===== src/rtl/group_mac_pkg.sv =====
// Shared types and widths for the grouped MAC column sequencer.
package group_mac_pkg;

  localparam int unsigned N_MAC  = 8;
  localparam int unsigned ACT_W  = 8;
  localparam int unsigned PSUM_W = 24;

  typedef enum logic [2:0] {
    IDLE,
    LOAD_W,
    STREAM,
    DRAIN,
    DONE
  } state_t;

endpackage


===== src/rtl/mac_skew_buffer.sv =====
// Per-lane input skew for the MAC column: lane k sees its activation k+1 cycles after issue.
module mac_skew_buffer
  import group_mac_pkg::*;
(
  input  logic                   clk,
  input  logic                   reset,
  input  logic                   issue,
  input  logic [N_MAC*ACT_W-1:0] act_in,
  output logic [N_MAC*ACT_W-1:0] act_out
);

  for (genvar k = 0; k < N_MAC; k++) begin : g_lane
    localparam int unsigned DEPTH = k + 1;
    logic [ACT_W-1:0] stage [DEPTH];

    // Zeros enter on non-issue cycles so bubbles contribute nothing downstream.
    always_ff @(posedge clk or posedge reset) begin
      if (reset) begin
        for (int unsigned i = 0; i < DEPTH; i++) stage[i] <= '0;
      end else begin
        stage[0] <= issue ? act_in[k*ACT_W +: ACT_W] : '0;
        for (int unsigned i = 1; i < DEPTH; i++) stage[i] <= stage[i-1];
      end
    end

    assign act_out[k*ACT_W +: ACT_W] = stage[DEPTH-1];
  end

endmodule


===== src/rtl/group_mac_sequencer.sv =====
// Job sequencer for one 8-MAC column: weight latch, skewed activation issue,
// in-flight tagging and a first-word-fall-through result FIFO.
module group_mac_sequencer
  import group_mac_pkg::*;
#(
  parameter int unsigned PIPE_LAT   = 9,
  parameter int unsigned FIFO_DEPTH = 16,
  parameter int unsigned LEN_W      = 8
) (
  input  logic                   clk,
  input  logic                   reset,
  input  logic                   start,
  input  logic [LEN_W-1:0]       vec_len,
  output logic                   busy,
  output logic                   done,
  input  logic                   w_valid,
  output logic                   w_ready,
  input  logic [N_MAC*ACT_W-1:0] w_data,
  input  logic                   a_valid,
  output logic                   a_ready,
  input  logic [N_MAC*ACT_W-1:0] a_data,
  output logic [N_MAC*ACT_W-1:0] col_weight,
  output logic [N_MAC*ACT_W-1:0] col_act,
  output logic [PSUM_W-1:0]      col_psum_in,
  output logic [15:0]            col_err_prod_in,
  output logic                   col_err_in,
  input  logic [PSUM_W-1:0]      col_psum_out,
  input  logic                   col_err_out,
  output logic                   r_valid,
  input  logic                   r_ready,
  output logic [PSUM_W-1:0]      r_data,
  output logic                   r_err
);

  localparam int unsigned CNT_W  = $clog2(FIFO_DEPTH + 1);
  localparam int unsigned PTR_W  = $clog2(FIFO_DEPTH);
  localparam int unsigned FILL_W = $clog2(FIFO_DEPTH + PIPE_LAT + 1);

  state_t               state, state_nx;
  logic [LEN_W-1:0]     len_q, issued, written;
  logic [PIPE_LAT-1:0]  tags;
  logic                 issue, push, pop;
  logic [FILL_W-1:0]    inflight, occupancy;

  logic [PSUM_W:0]      mem [FIFO_DEPTH];
  logic [PTR_W-1:0]     wr_ptr, rd_ptr;
  logic [CNT_W-1:0]     count;

  assign col_psum_in     = '0;
  assign col_err_prod_in = '0;
  assign col_err_in      = 1'b0;

  // Reserve FIFO space for every tagged vector so a result can always be pushed.
  always_comb begin
    inflight = '0;
    for (int unsigned i = 0; i < PIPE_LAT; i++) inflight = inflight + FILL_W'(tags[i]);
    occupancy = FILL_W'(count) + inflight;
  end

  assign a_ready = (state == STREAM) && (occupancy < FILL_W'(FIFO_DEPTH));
  assign issue   = a_valid && a_ready;
  assign w_ready = (state == LOAD_W);
  assign busy    = (state == LOAD_W) || (state == STREAM) || (state == DRAIN);
  assign done    = (state == DONE);
  assign push    = tags[PIPE_LAT-1];
  assign r_valid = (count != '0);
  assign pop     = r_valid && r_ready;

  always_comb begin
    state_nx = state;
    case (state)
      IDLE:    if (start) state_nx = LOAD_W;
      LOAD_W:  if (w_valid) state_nx = (len_q == '0) ? DRAIN : STREAM;
      STREAM:  if (issue && (issued == len_q - LEN_W'(1))) state_nx = DRAIN;
      // Leave as the final result is being pushed so done lines up with it.
      DRAIN:   if ((tags[PIPE_LAT-2:0] == '0) &&
                   ({1'b0, written} + (LEN_W+1)'(push) == {1'b0, len_q}))
                 state_nx = DONE;
      DONE:    state_nx = IDLE;
      default: state_nx = IDLE;
    endcase
  end

  always_ff @(posedge clk or posedge reset) begin
    if (reset) begin
      state      <= IDLE;
      len_q      <= '0;
      issued     <= '0;
      written    <= '0;
      tags       <= '0;
      col_weight <= '0;
    end else begin
      state <= state_nx;
      tags  <= {tags[PIPE_LAT-2:0], issue};
      if (state == IDLE && start) begin
        len_q   <= vec_len;
        issued  <= '0;
        written <= '0;
      end
      if (issue) issued <= issued + LEN_W'(1);
      if (push) written <= written + LEN_W'(1);
      if (w_valid && w_ready) col_weight <= w_data;
    end
  end

  mac_skew_buffer u_skew (
    .clk     (clk),
    .reset   (reset),
    .issue   (issue),
    .act_in  (a_data),
    .act_out (col_act)
  );

  always_ff @(posedge clk or posedge reset) begin
    if (reset) begin
      for (int unsigned i = 0; i < FIFO_DEPTH; i++) mem[i] <= '0;
      wr_ptr <= '0;
      rd_ptr <= '0;
      count  <= '0;
    end else begin
      if (push) begin
        mem[wr_ptr] <= {col_err_out, col_psum_out};
        wr_ptr      <= wr_ptr + PTR_W'(1);
      end
      if (pop) rd_ptr <= rd_ptr + PTR_W'(1);
      count <= count + CNT_W'(push) - CNT_W'(pop);
    end
  end

  assign {r_err, r_data} = mem[rd_ptr];

endmodule


===== config.mk =====
export PLATFORM = sky130hd
export DESIGN_NAME = group_mac_sequencer
export DESIGN_NICKNAME = d
export VERILOG_FILES = /design/src/rtl/group_mac_pkg.sv /design/src/rtl/mac_skew_buffer.sv /design/src/rtl/group_mac_sequencer.sv
export SDC_FILE = /design/constraint.sdc
export NUM_CORES = 1
export LEC_CHECK = 0
export BUFFER_PORTS_ARGS = -buffer_cell sky130_fd_sc_hd__buf_2
export CORE_MARGIN = 2
export CORE_UTILIZATION = 45
export CTS_CLUSTER_SIZE = 20
export DETAILED_ROUTE_END_ITERATION = 6
export PLACE_DENSITY = 0.66
export SYNTH_ARGS = -nofsm -noshare
export SYNTH_HDL_FRONTEND = slang
export SYNTH_SLANG_ARGS = --single-unit

===== constraint.sdc =====
create_clock -name clk -period 36.2 [get_ports clk]
set_input_delay 7.24 -clock clk [delete_from_list [all_inputs] [get_ports clk]]
set_output_delay 7.24 -clock clk [all_outputs]
set_load 0.02 [all_outputs]

## Yosys cells after proc, flatten, opt, wreduce, memory -nomap -nowiden

Cells that the tools add are included.

- Bits in registers: 801
- Output and inout bits: 199
- Word-level logic and storage cells: 134

- Add/sub/neg operators: 17
- Magnitude comparators: 4
- Equal/unequal tests: 10
- Mux-type cells: 23
- Bitwise operators: 2
- Reductions and logical operators: 17

Operator list:

| kind | number |
|---|---|
| $bwmux 400 | 1 |
| $bmux 25 s4 | 1 |
| $demux 25 s4 | 1 |
| $mux 8 | 11 |
| $mux 25 | 3 |
| $add 5x1->5 | 5 |
| $add 8x1->8 const B | 2 |
| $logic_not 8->1 | 2 |
| $mux 3 | 4 |
| $pmux 3 s4 | 1 |
| $ge 5x5->1 const B | 2 |
| $not 4->5 | 2 |
| $add 8x1->9 | 1 |
| $eq 9x8->1 | 1 |
| $add 4x1->4 const B | 2 |
| $eq 8x8->1 | 1 |
| $logic_and 1x1->1 | 8 |
| $sub 8x1->8 const B | 1 |
| $eq 3x2->1 const B | 2 |
| $add 4x1->5 | 1 |
| $add 5x5->5 | 1 |
| $lt 5x1->1 const B | 1 |
| $lt 5x5->1 const B | 1 |
| $reduce_bool 5->1 | 1 |
| 13 further kinds | 17 |

## Depth between registers and ports, before layout

Gate-level depths: netlist (run 1).

- Depth in word-level cells: 15
- Depth in mapped cells: 15

## Cells and area by module

Synthesis (run 1) repeated with hierarchy kept, for this count alone.

- Cells, all modules: 1,960
- Area total of the unflattened synthesis: 31,740.4 µm²

By module, submodules not included:

| module | times used | cells each | area an instance (µm²) |
|---|---|---|---|
| group_mac_sequencer | 1 | 1,545 | 23,598.9 |
| mac_skew_buffer | 1 | 415 | 8,141.6 |

## Worst setup path before layout (run 1)

OpenSTA, ideal clock, no wires.

- Path type: reg2out
- Start point: reg tags[0]
- End point: out a_ready
- Arrival: 2,917 ps
- Setup slack: 26,043 ps
- Stages on the path, launching flop included: 11
- Path buffers: 0
- Cells stage by stage: dfrtp_1 fa_1 inv_1 fa_1 fa_1 inv_1 ha_1 nand3_1 a22oi_1 xor2_1 nor2_1

- Longest elaborated chain between the ends: 11

Ends and longest elaborated chain:

| what | line | text |
|---|---|---|
| start: declaration | group_mac_sequencer.sv:41 | `logic [PIPE_LAT-1:0] tags;` |
| start signal: assignment | group_mac_sequencer.sv:94 | `tags <= {tags[PIPE_LAT-2:0], issue};` |
| $add 1x1->2 | group_mac_sequencer.sv:56 | `for (int unsigned i = 0; i < PIPE_LAT; i++) inflight = inflight + FILL_W'(tags[i]);` |
| $add 2x1->3 | group_mac_sequencer.sv:56 |  |
| $add 3x1->4 | group_mac_sequencer.sv:56 |  |
| $add 4x1->5 | group_mac_sequencer.sv:56 |  |
| $add 5x1->5 (4 in a row) | group_mac_sequencer.sv:56 |  |
| $add 5x5->5 | group_mac_sequencer.sv:57 | `occupancy = FILL_W'(count) + inflight;` |
| $lt 5x5->1 | group_mac_sequencer.sv:60 | `assign a_ready = (state == STREAM) && (occupancy < FILL_W'(FIFO_DEPTH));` |
| $logic_and 1x1->1 | group_mac_sequencer.sv:60 |  |
| end: declaration | group_mac_sequencer.sv:20 | `output logic a_ready,` |

Every way passes these cells.

## Worst setup path in the final report (run 1)

- Start point: reg rd_ptr[0]
- End point: out r_data[1]

- Longest elaborated chain between the ends: 4

Ends and longest elaborated chain:

| what | line | text |
|---|---|---|
| start: declaration | group_mac_sequencer.sv:46 | `logic [PTR_W-1:0] wr_ptr, rd_ptr;` |
| start signal: assignment | group_mac_sequencer.sv:125 | `if (pop) rd_ptr <= rd_ptr + PTR_W'(1);` |
| $not 4->5 (implied by the code) | group_mac_sequencer.sv:130 | `assign {r_err, r_data} = mem[rd_ptr];` |
| $bmux 25 s4 | group_mac_sequencer.sv:130 |  |
| $mux 25 (implied by the code) (2 in a row) | group_mac_sequencer.sv:130 |  |
| end: declaration | group_mac_sequencer.sv:31 | `output logic [PSUM_W-1:0] r_data,` |

Every way passes these cells. The select of a mux whose other input is x is not followed.

==> results of run 1 <==
per-layer routing:
metal,global-route usage,vias to the layer above
li1,-,7316
met1,0.239,8706
met2,0.308,354
met3,0.0362,124
met4,0.0661,2
met5,0,-
report_power, final:
part           leakage (nW)  total, mW  switching (mW)  internal [mW]
clock                  1.45      0.896           0.359          0.537
combinational          5.57      0.713           0.355          0.358
sequential             10.2       1.18           0.131           1.05
synth_stat cells, drive strengths merged, types with 4 or more instances:
cell type,n
a21oi,9
a22o,4
and2,68
buf,174
clkbuf,39
dfrtp,801
fa,6
ha,23
inv,30
mux2,468
mux4,125
nand2,43
nand2b,6
nand3,16
nand4,13
nor2,20
nor2b,4
nor3,8
nor4b,4
o21ai,23
xnor2,23
xor2,12
registers in the layout, summed over array words and instances (netlist names):
register             count
count                    5
u_skew.act_out          56
tags                     9
state                    3
rd_ptr                   4
mem                    400
len_q                    8
issued                   8
col_weight              64
written                  8
wr_ptr                   4
u_skew.g_lane.stage    232
per-stage QoR:
| stage | worst slack [ps] | util | power (mW) |
|---|---|---|---|
| 6_report | 24900 | 0.524 | 2.79 |
| 5_1_grt | 24510 | 0.524 | 2.94 |
| 4_1_cts | 24720 | 0.524 | 2.84 |
| 3_5_place_dp | 25110 | 0.481 | 1.93 |
| 3_3_place_gp | 25250 | 0.481 | 1.90 |
| 2_1_floorplan | 6470 | - | 1.72 |
area by class of cell:
class                           count  area [um2]  share of cell area
Multi-Input combinational cell    950       10400               0.285
Clock buffer                      117        2420              0.0660
Timing Repair Buffer              355        1870              0.0510
Inverter                           30         120             0.00328
Clock inverter                     32         553              0.0151
Tap cell                          940        1180              0.0321
Sequential cell                   801       20100               0.547
final timing paths:
check                                           startpoint                         end  slack (ps)  cells after the start
min in group asynchronous                            reset          u_skew.act_out[35]        6860                      2
worst min register to register  u_skew.g_lane[6].stage[20]  u_skew.g_lane[6].stage[12]         340                      0
worst max register to register                     tags[0]                   issued[0]       32040                     13
worst max-delay path                             rd_ptr[0]                   r_data[1]       24900                      4
max in group asynchronous                            reset                    mem[219]       25940                      5
worst min-delay path            u_skew.g_lane[6].stage[20]  u_skew.g_lane[6].stage[12]         340                      0
worst max-delay path, delay by kind of cell (launching register included):
kind | cells | cell delay, ps
muxes | 2 | 1140
buffers and inverters | 2 | 1130
DFF | 1 | 1110
cell families (layout without fill, tap and decap cells):
kind of cell | after synthesis | in the layout
buffers and inverters | 243 | 534
and+or+nand+nor | 200 | 200
adders and majority gates | 29 | 29
AOI/OAI and AO/OA | 52 | 52
other | 1 | 41
xor gates and xnor gates | 35 | 35
DFF | 801 | 801
muxes | 593 | 593
==> flow_summary.json, run 1 <==
{
  "status": "complete, no violations",
  "max_slew_margin": 0.291,
  "setup_viol": 0,
  "ys_seq_area_frac": 0.632,
  "worstPathCellList": "buf_4 -> mux4_2 -> mux4_2 -> buf_2",
  "start_util": 0.454,
  "power-per-cell-area_mw_per_mm2": 76.2,
  "finalWirelength_um": 65500,
  "cpPeakStageDelay_ps": 1110,
  "die_area_mm2": 0.0727,
  "cp_max_fo": 52,
  "place_inst": 3076,
  "grt_pass1_wl_um": 104000,
  "area_growth_pct": 15.4,
  "p_leak_nw": 17.2,
  "rows": 97,
  "yosys.area_share.xor_xnor": 0.00966,
  "synthSimpleGateAreaFrac": 0.0362,
  "synth_warnings": 0,
  "ioPinCount": 366,
  "hpwl_um": 38500,
  "antenna_found_initial": 2,
  "drtAntennaViolNets": 0,
  "firstDrtPassIters": 5,
  "hold_class": "flip-flop to flip-flop",
  "clock_latency_ps": 650,
  "max_cap_viol_count": 0,
  "grt.total_usage": 0.184,
  "post_cts_resized": 0,
  "fill_cells": 5693,
  "mostFrequentLayoutCells": "dfrtp_1, mux2_2, buf_2, mux4_2, mux2_1",
  "fmax_mhz": 88.5,
  "tns_ps": 0,
  "clockBufferDepth": 3,
  "worst-slew-pin-transition_ps": 1060,
  "dr_wl_met2_um": 33000,
  "synth-seq-cells": 801,
  "rsz0062_at_grt": "false",
  "die_w_um": 270,
  "critPathArrivalTime_ps": 4060,
  "yosys.area_share.adder": 0.0129,
  "cts_tree": "yes",
  "synthMuxAreaShare": 0.255,
  "synth-edff-count": 0,
  "postPlaceCellArea_mm2": 0.0337,
  "gp_congestion": 0.785,
  "worst_ep_required_time_ps": 28960,
  "yosys.area.top_type": "dfrtp_1",
  "dieHeight_um": 270,
  "avgSynthCellArea_um2": 16.2,
  "viasPerCell": 5.12,
  "htreeDepth": 3,
  "postCtsSetupBuffers": 0,
  "nNetsFinal": 2418,
  "synth_area_leaders": "dfrtp_1, mux2_2, mux4_2",
  "ctsHoldBuffers": 0,
  "cts_buffers": 84,
  "drive_gt1_frac": 0.437,
  "synth.distinct_cells": 53,
  "synth_area_mm2": 0.0317,
  "synth-compound-area-share": 0.0100,
  "worst_clock_skew_ps": 53.9,
  "num_vias": 16500,
  "ir_drop_mv": 0.0593,
  "final_common_cell": "dfrtp_1",
  "syn_inst": 1954,
  "drt-initial-drc-count": 728,
  "dr_wl_met3_um": 3050,
  "path_clk_slew_ps": 60,
  "port_buffers": 324,
  "cts_root_buf": "clkbuf_16",
  "worst-setup-path-type": "flip-flop to primary output",
  "startpoint_type": "flip-flop",
  "crit_path_end_kind": "primary output",
  "crit_path_top_delay_cell": "dfrtp_4",
  "critPathMostFrequentCell": "mux4_2",
  "finalHoldViolCount": 0,
  "grt_start_max_net_pins": 187,
  "grt.overflow.total": 0,
  "synth_top_area_frac": 0.632,
  "drv_slew": 0,
  "async_flop_share": 1.00,
  "finalCriticalPeriod_ps": 11300,
  "n_antenna_cell": 0,
  "wl_met1_um": 27600,
  "cts.sinks": 801,
  "synthFlopType": "dfrtp_1",
  "instances_no_fill": 3225,
  "design_area_mm2": 0.0366,
  "timing.hold.ws_ps": 342,
  "synth_top_family_by_area": "multiplexers",
  "drc": 0,
  "min_period_over_period": 0.312,
  "first_global_vias": 18100,
  "avgRoutedWirePerCell_um": 20.3,
  "dr.max_layer_used": "met5",
  "design.core.area_mm2": 0.0699
}
No activity file was read; power rests on OpenSTA's default activity.
==> inputs of run 2 (changes only) <==
--- a/config.mk
+++ b/config.mk
@@ -5,12 +5,13 @@
 export SDC_FILE = /design/constraint.sdc
 export NUM_CORES = 1
 export LEC_CHECK = 0
+export ABC_AREA = 1
 export BUFFER_PORTS_ARGS = -buffer_cell sky130_fd_sc_hd__buf_2
 export CORE_MARGIN = 2
 export CORE_UTILIZATION = 45
 export CTS_CLUSTER_SIZE = 20
 export DETAILED_ROUTE_END_ITERATION = 6
-export PLACE_DENSITY = 0.66
+export PLACE_DENSITY = 0.69
 export SYNTH_ARGS = -nofsm -noshare
 export SYNTH_HDL_FRONTEND = slang
 export SYNTH_SLANG_ARGS = --single-unit
==> constraint.sdc (replaced) <==
create_clock -name clk -period 10.1 [get_ports clk]
set_input_delay 2.02 -clock clk [delete_from_list [all_inputs] [get_ports clk]]
set_output_delay 2.02 -clock clk [all_outputs]
set_load 0.02 [all_outputs]
==> flow_summary.json, run 2 <==
{
  "status": "complete, no violations",
  "drv_slew": 0,
  "largest_reg_flops": 400,
  "area_growth_pct": 14.5,
  "synthFlopType": "dfrtp_1",
  "start_util": 0.454,
  "syn_inst": 3111,
  "mostFrequentLayoutCells": "dfrtp_1, o21ai_0, nand2_1, buf_2, nor2_1",
  "drive_gt1_frac": 0.175,
  "startpoint_type": "flip-flop",
  "nNetsFinal": 3486,
  "worst_ep_required_time_ps": 8080,
  "clockBufferDepth": 3,
  "finalHoldViolCount": 0,
  "path_clk_slew_ps": 60,
  "postCtsSetupBuffers": 0,
  "max_cap_viol_count": 0,
  "seq_power_share": 0.414,
  "synth_area_leaders": "dfrtp_1, o21ai_0, nand2_1",
  "yosys.area.top_type": "dfrtp_1",
  "ys_seq_area_frac": 0.630,
  "worst-setup-path-type": "flip-flop to primary output",
  "timing.hold.ws_ps": 340,
  "comb_power_share": 0.309,
  "reg.largest.list": "mem x400, u_skew.g_lane.stage x232, col_weight x64",
  "drc": 0,
  "worst-slew-pin-transition_ps": 1210,
  "synth-seq-cells": 801,
  "p_int_mw": 7.52,
  "ioPinCount": 366,
  "synth_most_common_cell": "dfrtp_1",
  "r2r_start": "tags[8]",
  "critPathArrivalTime_ps": 4010,
  "avgRoutedWirePerCell_um": 17.7,
  "synth-edff-count": 0,
  "power_switching_share": 0.363,
  "ir_drop_mv": 0.212,
  "antenna_found_initial": 3,
  "drtAntennaViolNets": 0,
  "grt_pass1_wl_um": 122000,
  "synth_top_area_frac": 0.630,
  "power_mw": 11.8,
  "first_global_vias": 22100,
  "holdPathEnd": "u_skew.g_lane[6].stage[21]",
  "crit_path_end_kind": "primary output",
  "hpwl_um": 44400,
  "grt.total_usage": 0.211,
  "async_flop_share": 1.00,
  "min-delay-start": "u_skew.g_lane[6].stage[29]",
  "rows": 97,
  "crit_path_top_delay_cell": "buf_4",
  "reg2regPathDepth": 15,
  "n_antenna_cell": 0,
  "worstPathCellList": "inv_6 -> buf_4 -> o21ai_0 -> o221ai_1 -> o211ai_1 -> nand2_1 -> buf_2",
  "rsz0062_at_grt": "false",
  "p_leak_nw": 18.4,
  "grt.overflow.total": 0,
  "holdPathStages": 0,
  "finalCriticalPeriod_ps": 6030,
  "cts_root_buf": "clkbuf_16",
  "port_buffers": 324,
  "die_w_um": 270,
  "setup_viol": 0,
  "clock_latency_ps": 640,
  "ctsHoldBuffers": 0,
  "cts_buffers": 85,
  "final_util": 0.520,
  "post_cts_resized": 0,
  "p_clk_frac": 0.276,
  "synth.distinct_cells": 42,
  "firstDrtPassIters": 5,
  "max_slew_margin": 0.192,
  "avgSynthCellArea_um2": 10.2,
  "htreeDepth": 3,
  "cts_tree": "yes",
  "tns_ps": 0,
  "synth_common_cells": "dfrtp_1, o21ai_0, nand2_1",
  "switching_power_mw": 4.29,
  "cp_max_fo": 110,
  "top_register": "mem",
  "cts.sinks": 801,
  "viasPerCell": 5.18,
  "rr_endpoint": "issued[0]",
  "synth_warnings": 0,
  "final_common_cell": "dfrtp_1",
  "hold_class": "flip-flop to flip-flop",
  "min_period_over_period": 0.597,
  "drt-initial-drc-count": 1789,
  "design.core.area_mm2": 0.0700,
  "finalWirelength_um": 76200,
  "r2r_slack_ps": 5910,
  "cpPeakStageDelay_ps": 880,
  "synth_area_mm2": 0.0318,
  "fmax_mhz": 166,
  "worst_clock_skew_ps": 24.1,
  "die_area_mm2": 0.0729,
  "gp_congestion": 0.822,
  "num_vias": 22200,
  "dieHeight_um": 270,
  "grt_start_max_net_pins": 170,
  "power-per-cell-area_mw_per_mm2": 324
}
run 2: cell types whose count changed after synthesis, sizes merged, moves of 135 or more:
| cell | before | now |
|---|---|---|
| inv | 30 | 216 |
| o21ai | 23 | 565 |
| clkbuf | 39 | 174 |
| nand2 | 43 | 479 |
| nor2 | 20 | 309 |
| mux2 | 468 | 64 |
run 2: worst max-delay path: cells and delay by family (launching register included):
| kind | cells | cell delay (ps) |
|---|---|---|
| buf+inv | 3 | 1680 |
| flops | 1 | 720 |
| compound gates | 3 | 480 |
| simple gates | 1 | 300 |
run 2: cell families (layout without fill, tap and decap cells):
logic type | after synthesis | count (layout) | share of synthesized area
adders and majority gates | 29 | 29 | 0.0128
other | 1 | 41 | 0.000118
DFF | 801 | 801 | 0.630
xor gates and xnor gates | 24 | 24 | 0.00661
buffers and inverters | 520 | 724 | 0.0770
AOI/OAI and AO/OA | 789 | 789 | 0.134
muxes | 65 | 65 | 0.0300
and+or+nand+nor | 882 | 882 | 0.110
run 2: power by group through the flow:
stage | clock (mW) | combinational [mW] | sequential (mW)
after floorplan | 0 | 2.54 | 4.93
after global placement | 0 | 3.55 | 4.90
after detailed placement | 0 | 3.64 | 4.93
after CTS | 3.33 | 3.66 | 4.89
after global routing | 3.47 | 4.08 | 5.03
final | 3.26 | 3.65 | 4.89
run 2: final cells by class:
type                            count  area (um2)
Sequential cell                   801       20100
Multi-Input combinational cell   1830        9520
Tap cell                          940        1180
Clock buffer                      118        2480
Timing Repair Buffer              353        1880
Fill cell                        6235       33600
Inverter                          219         832
Clock inverter                     34         507
run 2: layer usage:
layer	vias up	GRT usage	share of wire
li1	10400	-	-
met1	10900	0.295	0.44
met2	778	0.326	0.46
met3	169	0.0461	0.075
met4	2	0.0697	0.029
met5	-	0	0.00017
run 2: worst max-delay path by stage:
| stage | startpoint | to | slack (ps) | cells past startpoint |
|---|---|---|---|---|
| finish | rd_ptr[0] | r_data[4] | 4070 | 7 |
| global route | rd_ptr[0] | r_data[4] | 3880 | 7 |
| CTS | rd_ptr[0] | r_data[4] | 4160 | 7 |
| detailed placement | rd_ptr[0] | r_data[4] | 4820 | 7 |
| global placement | rd_ptr[0] | r_data[4] | 4910 | 7 |
| floorplan | reset | col_weight[0] | -2910 | 1 |
run 2: metrics by stage:
| stage | std cells | setup slack, ps | area (um2) |
|---|---|---|---|
| 2_1_floorplan | 3151 | -2910 | 32000 |
| 3_3_place_gp | 4143 | 4910 | 33500 |
| 3_5_place_dp | 4143 | 4820 | 33500 |
| 4_1_cts | 4295 | 4160 | 36400 |
| 5_1_grt | 4295 | 3880 | 36400 |
| 6_report | 4295 | 4070 | 36400 |
